==> config.mk <==
export PLATFORM = sky130hd
export DESIGN_NAME = mbinit_reversalmb_partner
export DESIGN_NICKNAME = d
export VERILOG_FILES = /design/src/rtl/mbinit_reversalmb_partner.sv
export SDC_FILE = /design/constraint.sdc
export NUM_CORES = 1
export LEC_CHECK = 0
export CAP_MARGIN = 20
export CORE_UTILIZATION = 50
export DETAILED_ROUTE_END_ITERATION = 8
export GPL_TIMING_DRIVEN = 0
export PLACE_DENSITY = 0.85
export SETUP_SLACK_MARGIN = 0.5
export SLEW_MARGIN = 25
export SYNTH_ARGS = -nofsm -noshare
export SYNTH_HDL_FRONTEND = slang
export SYNTH_SLANG_ARGS = --single-unit
export TNS_END_PERCENT = 30
==> constraint.sdc <==
create_clock -name CLK -period 3.5 [get_ports CLK]
set_input_delay 0.875 -clock CLK [delete_from_list [all_inputs] [get_ports CLK]]
set_output_delay 0.875 -clock CLK [all_outputs]
set_load 0.05 [all_outputs]
==> src/rtl/mbinit_reversalmb_partner.sv <==
// MBINIT.REVERSALMB partner-side sequencer: answers the initiator's sideband
// requests, clears/arms the lane comparator and returns the per-lane result.
module mbinit_reversalmb_partner (
    input  logic        CLK,
    input  logic        rst_n,
    input  logic        i_MBINIT_REPAIRVAL_end,
    input  logic        i_Busy_SideBand,
    input  logic        i_falling_edge_busy,
    input  logic [3:0]  i_RX_SbMessage,
    input  logic        i_msg_valid,
    input  logic        i_compare_done,
    input  logic [15:0] i_lane_result,
    output logic        o_clear_error,
    output logic        o_compare_en,
    output logic [3:0]  o_TX_SbMessage,
    output logic [15:0] o_TX_data,
    output logic        o_ValidOutData,
    output logic        o_MBINIT_REVERSALMB_end
);

    localparam logic [3:0] MsgInitReq      = 4'b0001;
    localparam logic [3:0] MsgInitResp     = 4'b0010;
    localparam logic [3:0] MsgClearErrReq  = 4'b0011;
    localparam logic [3:0] MsgClearErrResp = 4'b0100;
    localparam logic [3:0] MsgResultReq    = 4'b0101;
    localparam logic [3:0] MsgResultResp   = 4'b0110;
    localparam logic [3:0] MsgDoneReq      = 4'b0111;
    localparam logic [3:0] MsgDoneResp     = 4'b1000;

    typedef enum logic [3:0] {
        StIdle, StWaitInit, StBusyInit, StSendInit, StWaitClr, StBusyClr, StSendClr,
        StCompare, StFlush, StBusyRes, StSendRes, StWaitNext, StBusyDone, StSendDone, StDone
    } state_e;

    state_e      r_cs;
    state_e      w_ns;
    logic        r_clear_error;
    logic        r_compare_en;
    logic [3:0]  r_tx_msg;
    logic [15:0] r_tx_data;
    logic        r_valid;
    logic        r_end;

    logic w_init_req;
    logic w_clr_req;
    logic w_res_req;
    logic w_done_req;

    assign w_init_req = i_msg_valid && (i_RX_SbMessage == MsgInitReq);
    assign w_clr_req  = i_msg_valid && (i_RX_SbMessage == MsgClearErrReq);
    assign w_res_req  = i_msg_valid && (i_RX_SbMessage == MsgResultReq);
    assign w_done_req = i_msg_valid && (i_RX_SbMessage == MsgDoneReq);

    // Next-state decode; a low enable overrides everything and returns to idle.
    always_comb begin
        w_ns = r_cs;
        case (r_cs)
            StIdle:     w_ns = StWaitInit;
            StWaitInit: if (w_init_req) w_ns = StBusyInit;
            StBusyInit: if (!i_Busy_SideBand) w_ns = StSendInit;
            StSendInit: if (i_falling_edge_busy) w_ns = StWaitClr;
            StWaitClr:  if (w_clr_req) w_ns = StBusyClr;
            StBusyClr:  if (!i_Busy_SideBand) w_ns = StSendClr;
            StSendClr:  if (i_falling_edge_busy) w_ns = StCompare;
            StCompare:  if (w_res_req) w_ns = StFlush;
            StFlush:    if (i_compare_done) w_ns = StBusyRes;
            StBusyRes:  if (!i_Busy_SideBand) w_ns = StSendRes;
            StSendRes:  if (i_falling_edge_busy) w_ns = StWaitNext;
            StWaitNext: begin
                if (w_clr_req) begin
                    w_ns = StBusyClr;
                end else if (w_done_req) begin
                    w_ns = StBusyDone;
                end
            end
            StBusyDone: if (!i_Busy_SideBand) w_ns = StSendDone;
            StSendDone: if (i_falling_edge_busy) w_ns = StDone;
            StDone:     w_ns = StDone;
            default:    w_ns = StIdle;
        endcase
        if (!i_MBINIT_REPAIRVAL_end) begin
            w_ns = StIdle;
        end
    end

    // State register plus outputs registered from the next state.
    always_ff @(posedge CLK or negedge rst_n) begin
        if (!rst_n) begin
            r_cs          <= StIdle;
            r_clear_error <= 1'b0;
            r_compare_en  <= 1'b0;
            r_tx_msg      <= 4'h0;
            r_tx_data     <= 16'h0000;
            r_valid       <= 1'b0;
            r_end         <= 1'b0;
        end else begin
            r_cs          <= w_ns;
            r_clear_error <= 1'b0;
            r_valid       <= 1'b0;
            r_tx_msg      <= 4'h0;
            r_compare_en  <= (w_ns == StCompare);
            r_end         <= (w_ns == StDone);
            // Strobe only on entry so a long SEND_* never repeats the message.
            if (r_cs != w_ns) begin
                case (w_ns)
                    StSendInit: begin
                        r_valid  <= 1'b1;
                        r_tx_msg <= MsgInitResp;
                    end
                    StSendClr: begin
                        r_valid       <= 1'b1;
                        r_tx_msg      <= MsgClearErrResp;
                        r_clear_error <= 1'b1;
                    end
                    StSendRes: begin
                        r_valid  <= 1'b1;
                        r_tx_msg <= MsgResultResp;
                    end
                    StSendDone: begin
                        r_valid  <= 1'b1;
                        r_tx_msg <= MsgDoneResp;
                    end
                    default: ;
                endcase
            end
            if ((r_cs == StFlush) && (w_ns == StBusyRes)) begin
                r_tx_data <= i_lane_result;
            end
        end
    end

    assign o_clear_error           = r_clear_error;
    assign o_compare_en            = r_compare_en;
    assign o_TX_SbMessage          = r_tx_msg;
    assign o_TX_data               = r_tx_data;
    assign o_ValidOutData          = r_valid;
    assign o_MBINIT_REVERSALMB_end = r_end;

endmodule
### Yosys cells after proc, flatten, opt, wreduce, memory -nomap -nowiden

Cells that the tools add are included.

| word-level totals | value |
|---|---|
| register bits after elaboration | 28 |
| input bits | 27 |
| output and inout port bits | 24 |

| cells by class | value |
|---|---|
| equal/unequal tests | 26 |
| mux-type cells | 22 |
| reduce and logical (&&, ||, !) cells | 7 |

Operators by type and width:

| kind | count |
|---|---|
| two-way mux 4 bit | 16 |
| one-hot mux 4 bit (15 select lines) | 1 |
| == test 4 bit (second input constant) | 11 |
| == test 4 x 3 -> 1 bit (second input constant) | 8 |
| == test 4 x 2 -> 1 bit (second input constant) | 4 |
| one-hot mux 4 bit (4 select lines) | 1 |
| == test 4 x 1 -> 1 bit (second input constant) | 2 |
| logical AND 1 bit | 5 |
| logical NOT 4 bit | 1 |
| two-way mux 1 bit | 4 |
| inequality test 4 bit | 1 |
| OR reduction 4 bit | 1 |

### Logic depth before layout (Yosys ltp)

Gate-level depths: netlist of run 1.

| logic depth | value |
|---|---|
| depth in word-level cells | 10 |
| mapped depth | 9 |
| depth with buffers taken out | 7 |

### Worst setup path before layout of run 1

No wires, ideal clock.

| timing | value |
|---|---|
| path kind | input to register |
| from | input port i_RX_SbMessage[1] |
| to | register r_tx_data[10], in the netlist o_TX_data[10] |
| library setup time | 0.125 ns |
| data arrival time | 2.433 ns |
| data required time | 3.375 ns |
| slack | 0.942 ns |
| cell stages on the path | 8 |
| cells stage by stage | buf_2 -> mux2i_1 -> o21ai_0 -> a221oi_2 -> nand3_2 -> nand4_4 -> buf_6 -> mux2_4 |

| on the way | value |
|---|---|
| cells in the longest elaborated chain, start to end | 8 |
| elaborated cells on any way between the ends | 17 |
| classes of those cells | eq/ne (5); mux (7); reduce/logical (5) |

Ends and longest elaborated chain:

| what | RTL line | source |
|---|---|---|
| from (decl) | 9 | `input logic [3:0] i_RX_SbMessage,` |
| == test 4 x 3 -> 1 bit | 52 | `assign w_done_req = i_msg_valid && (i_RX_SbMessage == MsgDoneReq);` |
| logical AND 1 bit | 52 |  |
| two-way mux 4 bit | 72 | `end else if (w_done_req) begin` |
| two-way mux 4 bit | 70 | `if (w_clr_req) begin` |
| one-hot mux 4 bit (15 select lines) * | 57 | `case (r_cs)` |
| two-way mux 4 bit * | 81 | `if (!i_MBINIT_REPAIRVAL_end) begin` |
| == test 4 bit * | 126 | `if ((r_cs == StFlush) && (w_ns == StBusyRes)) begin` |
| logical AND 1 bit * | 126 |  |
| to (signal assigned) | 127 | `r_tx_data <= i_lane_result;` |
| to (decl) | 40 | `logic [15:0] r_tx_data;` |

Mark *: on every way between the ends. The rest lies on a longest branch, timed or not.
A chain may end at the register's enable or synchronous reset.

### Worst setup path in the final report of run 1

| timing | value |
|---|---|
| from | input port i_RX_SbMessage[2] |
| to | register r_tx_data[4], in the netlist o_TX_data[4] |

The elaborated chain is that of the path after synthesis.

==> metrics.txt, run 1 <==
via count 1398; # nets final 225; Die Wd 58.6 um; number of flops mapped to enable cells by yosys 0; reg-to-reg critical path endpoint o_TX_data[4]$_DFFE_PN0P_; Hold EP o_TX_data[1]$_DFFE_PN0P_; top-count cell post-synth dfrtp_1; most instantiated cells after synthesis 27 x dfrtp_1, 10 x mux2_4, 10 x nor2_1; WL final 3.86 mm; met3 WL post-DR 253 um; clock network power share 23.9%; adder-cell share of the synthesized area 0%; Met2 Wirelength 2.01 mm; number of antenna violations at the first check in global routing 0; Worst-path clk slew 140 ps; Post-CTS Repair Setup Buffers 0; clk_lat worst skew 310 ps; largest cells by area after synthesis dfrtp_1 42%, mux2_4 9.4%, mux2_2 4.2%; XOR/XNOR share of the synthesized area 0.548%; global route total overflow 0; die area 3430 sq um; Post-Synthesis Cells 145; Pwr Density 245 nW/um^2; Final Cycle Share 82.6%; Max clock buf depth 2; r2r worst-path depth 8; largest family of logic cells by synthesized area simple AND/OR/NAND/NOR gates; Worst EP arrival 3100 ps; first-pass GRT wire length 6.39 mm; Switch Pwr 0.129 mW; CP Max Fanout 10; Logic pwr share 16.7%; antenna cells 0; Worst Hold Class reg2reg; Reg2Reg Launch Point r_cs[2]$_DFF_PN0_; final instance area 2160 sq um; DR top layer met4; Yosys cell types 54; Setup CP Type in2reg; PortBufs 48; worst vdd ir 0.000123 V; Max Fclk 346 MHz; post-synthesis compound-gate area fraction 16.5%; routability cong. 0.846; hold depth 1; post-layout min period 2890 ps; outcome completed; Area Growth Syn to Fin 34.9%; Pleak 0.934 nW; total power 0.528 mW; hold path startpoint o_TX_data[1]$_DFFE_PN0P_; flop2flop setup slack 1150 ps; DR iter-0 viols 59; Post-DP HPWL 3.04 mm; wl on met1 1.57 mm; post-synth net total 172; post-CTS sizing 0; Post-DP Area 2130 sq um; Critical Path Sink Type flop; largest net degree at the start of global routing 28; filler cell count 247; final setup TNS 0 ps; synth warn 0; internal power 0.399 mW; endpoints failing hold 0; crit path from i_RX_SbMessage[2]; clk_skew 6.22 ps; syn avg cell area 11.0 sq um; Worst Setup Start Kind input pin; post-synthesis sequential area ratio 42.3%; overall routing resource usage 24.2%; Simple-Gate Fraction of Synth Area 20.9%; Root Buffer clkbuf_4; I/O pin count 51; Setup-failing EPs final 0; die height 58.6 um; Seq pwr share 59.4%; row count 20; Most used DFF post-synth dfrtp_1; CTS tree yes; DR pass1 iterations 4; Synth area leader dfrtp_1; mapped cell area 1600 sq um; Core Footprint 3050 sq um; H-tree Lvls 1; worst slew pin tran 589 ps; Avg WL per Cell 16.0 um; RSZ-0062 raised after global routing no; Switching Share 24.4%; post-synthesis mux area share 14.9%; hold_buf cts 0; post-route ant nets 0; # clock sinks 27; DRC 0; WP data required 3710 ps; Relative slew margins 60.7%; area share of the largest cell type after synthesis 42.3%; share of layout cells above drive strength 1 19.3%; initial core utilization 52.4%; vias per inst 5.80; Slew Limit Fails 0; synthesis-stage register bit count 27; Max Cap Viol 0; Num CTS Buffers 3; vias in the first global route 1445; ys async rst share 100%
critical path, cell delays in order:
cell	delay [ps]
clkdlybuf4s50_1	500
and4bb_4	380
mux2i_1	280
o32a_4	220
nand3_2	130
nand4_4	200
buf_6	200
mux2_4	320
how the worst max path moves through the flow:
| stage | slack (ps) | cells past startpoint | endpoint |
|---|---|---|---|
| finish | 610 | 8 | o_TX_data[4]$_DFFE_PN0P_ |
| global route | 530 | 8 | o_TX_data[4]$_DFFE_PN0P_ |
| CTS | 630 | 8 | o_TX_data[4]$_DFFE_PN0P_ |
| detailed placement | 290 | 8 | o_TX_data[12]$_DFFE_PN0P_ |
| global placement | 350 | 8 | o_TX_data[5]$_DFFE_PN0P_ |
| floorplan | 940 | 8 | o_TX_data[10]$_DFFE_PN0P_ |
power groups by stage:
stage                     Clock (mW)  Combinational [mW]  Sequential, mW
after floorplan                    0              0.0416           0.320
after global placement             0              0.0847           0.320
after detailed placement           0              0.0869           0.320
after CTS                      0.130              0.0874           0.314
after global routing           0.145              0.0953           0.314
final                          0.127              0.0880           0.314
cell usage in the layout, fill, tap and decap left out, types with 2 or more instances in the layout:
| cell | instances |
|---|---|
| a21oi_1 | 4 |
| a221o_1 | 2 |
| and3_1 | 2 |
| buf_2 | 4 |
| buf_4 | 5 |
| clkbuf_4 | 3 |
| clkdlybuf4s50_1 | 47 |
| dfrtp_1 | 27 |
| inv_1 | 3 |
| mux2_2 | 6 |
| mux2_4 | 10 |
| mux2i_1 | 2 |
| nand2_1 | 8 |
| nand3_1 | 2 |
| nand3b_1 | 3 |
| nand4_1 | 2 |
| nor2_1 | 10 |
| nor2b_1 | 3 |
| nor3_1 | 5 |
| nor3b_1 | 3 |
| nor4_1 | 2 |
| nor4bb_1 | 2 |
| o211ai_1 | 2 |
| o21ai_0 | 5 |
| o21ai_1 | 2 |
| o31ai_1 | 2 |
registers in the layout, indices dropped and copies added, names as in the netlist:
| register | count |
|---|---|
| o_clear_error | 1 |
| o_TX_SbMessage | 3 |
| o_compare_en | 1 |
| o_TX_data | 16 |
| r_cs | 4 |
| o_MBINIT_REVERSALMB_end | 1 |
| o_ValidOutData | 1 |
per-layer routing:
metal	up-vias	global-route usage, %
li1	653	-
met1	670	28.0
met2	71	45.5
met3	4	3.96
met4	0	7.48
met5	-	0
cell families after synthesis:
group	count (synthesis)
mux	18
simple gates	53
flops	27
xor+xnor	1
compound gates	33
buf+inv	12
other cells	1
layout make-up:
class | instances | area (sq um) | area share (%)
buffer | 9 | 63.8 | 2.96
tap | 44 | 55.1 | 2.55
clock buffer | 3 | 22.5 | 1.04
inverter | 3 | 11.3 | 0.522
clock inverter | 1 | 5.00 | 0.232
sequential | 27 | 676 | 31.3
timing repair buffer | 48 | 475 | 22.0
multi-input combinational | 106 | 848 | 39.3
per-stage QoR:
| step | instances | util (%) | setup slack, ps | hold WS [ps] |
|---|---|---|---|---|
| after floorplan | 145 | - | 942 | 579 |
| after global placement | 237 | 69.9 | 350 | 487 |
| after detailed placement | 237 | 69.8 | 294 | 495 |
| after CTS | 241 | 70.7 | 627 | 526 |
| after global routing | 241 | 70.7 | 532 | 543 |
| final | 241 | 70.7 | 610 | 525 |
Power figures use the tool's default switching activity.
==> run 2: changes to the inputs <==
- CORE_UTILIZATION: 50 -> 42
- PLACE_DENSITY: 0.85 -> 0.77
- clock period: 3.5 -> 2.5 ns (I/O delays scaled with it)
==> metrics.txt, run 2 (synthesis gave the netlist of run 1 again) <==
clk_skew 2.17 ps; Worst path most repeated cell buf_12; vias in the first global route 1522; RSZ-0062 raised after global routing yes; # nets final 242; Relative slew margins 61.6%; Worst-path clk slew 90 ps; Core Util, Final 69.9%; overall routing resource usage 23.8%; CTS tree yes; first-pass GRT wire length 7.43 mm; Pwr Density 327 nW/um^2; Pleak 1.11 nW; Num CTS Buffers 3; WP data required 2650 ps; r2r worst-path depth 9; PortBufs 48; max reg flops 16; Core Footprint 3660 sq um; number of antenna violations at the first check in global routing 0; Max stage delay on crit path 360 ps; post-route non-filler standard cell count 262; H-tree Lvls 1; antenna cells 0; commonest cells after routing, fill and taps aside 40 x clkdlybuf4s50_1, 26 x dfrtp_1, 16 x buf_4, 13 x mux2_4, 8 x nor2_1; filler cell count 245; Worst EP arrival 2300 ps; vias per inst 5.81; flop2flop setup slack 380 ps; largest net degree at the start of global routing 28; row count 22; Area Growth Syn to Fin 60.0%; Setup CP Type in2reg; clk_lat worst skew 260 ps; worst vdd ir 0.000212 V; Slew Limit Fails 0; commonest non-fill, non-tap cell in the layout clkdlybuf4s50_1; CP Max Fanout 5; Max Cap Viol 0; global route total overflow 0; DRC 0; crit-path cells buf_6 > and4bb_4 > nand4_1 > o32a_4 > nand3_4 > nand4_4 > buf_12 > buf_12 > mux2_4; post-route ant nets 0; routability cong. 0.952; WL final 4.70 mm; worst slew pin tran 570 ps; reg-to-reg critical path endpoint o_TX_data[2]$_DFFE_PN0P_; share of layout cells above drive strength 1 39.7%; outcome completed; Worst Setup Start Kind input pin; I/O pin count 51; DR iter-0 viols 59; die area 4060 sq um; Max Fclk 466 MHz; crit path from i_RX_SbMessage[3]; # clock sinks 27; endpoints failing hold 0; Worst Hold Class in2async; post-layout min period 2150 ps; Worst path slowest cell and4bb_4; die height 63.7 um; Reg2Reg Launch Point r_cs[0]$_DFF_PN0_; Setup-failing EPs final 0; initial core utilization 43.7%; Critical Path Sink Type flop; Root Buffer clkbuf_8; placed cell count 241; via count 1521; Final Cycle Share 85.8%; Avg WL per Cell 17.9 um; DR pass1 iterations 4; Post-DP HPWL 2.89 mm; Max clock buf depth 2; Die Wd 63.7 um
-- run 2: cell type report --
cell class / count / area (sq um) / share of cell area [%]
sequential: 27 / 677 / 26.5
tap: 48 / 60.1 / 2.35
inverter: 3 / 11.3 / 0.440
timing repair buffer: 65 / 637 / 24.9
buffer: 9 / 98.8 / 3.86
multi-input combinational: 106 / 1030 / 40.2
clock buffer: 4 / 45.0 / 1.76
-- run 2: what timing repair did --
item                                    4_1_cts  5_1_grt
hold buffers                                  0        0
endpoints found under the setup margin       50       45
setup buffers                                14        2
resized for setup                            49       21
cloned                                        1        0
pin swaps                                    10       12
-- run 2: power by group --
| group | internal (mW) | switching [mW] |
|---|---|---|
| Sequential | 0.438 | 0.00105 |
| Clock | 0.114 | 0.123 |
| Combinational | 0.0830 | 0.0787 |
-- run 2: metrics by stage --
stage	worst slack (ps)	TNS, ps	total power [mW]	cell area [sq um]	hold slack, ps
after global routing	319	0	0.867	2560	392
after global placement	-282	-3910	0.572	2180	490
after detailed placement	-341	-4850	0.575	2170	492
after CTS	357	0	0.826	2450	367
after floorplan	302	0	0.513	1640	329
final	355	0	0.838	2560	351
-- run 2: per-layer routing --
metal  share of wire [%]  up-vias  wire (um)  track usage (%)
met5                   0        -          0                0
met3                 5.4       14        253             2.72
met2                  53       83       2470             42.6
met1                  39      740       1840             27.9
li1                    -      684          -                -
met4                 2.7        0        126             11.4
-- run 2: how the worst max path moves through the flow --
stage | endpoint | slack, ps | cells past startpoint
floorplan | o_TX_data[10]$_DFFE_PN0P_ | 300 | 7
global placement | o_TX_data[12]$_DFFE_PN0P_ | -280 | 8
detailed placement | o_TX_data[9]$_DFFE_PN0P_ | -340 | 8
CTS | o_TX_data[9]$_DFFE_PN0P_ | 360 | 9
global route | o_ValidOutData$_DFF_PN0_ | 320 | 7
finish | o_TX_data[9]$_DFFE_PN0P_ | 350 | 9
-- run 2: worst max-delay path: cells and delay by family --
family / cells / cell delay, ps
multiplexers: 1 / 300
AND/OR/NAND/NOR: 4 / 720
AO/OA/AOI/OAI: 1 / 270
buffers and inverters: 3 / 380
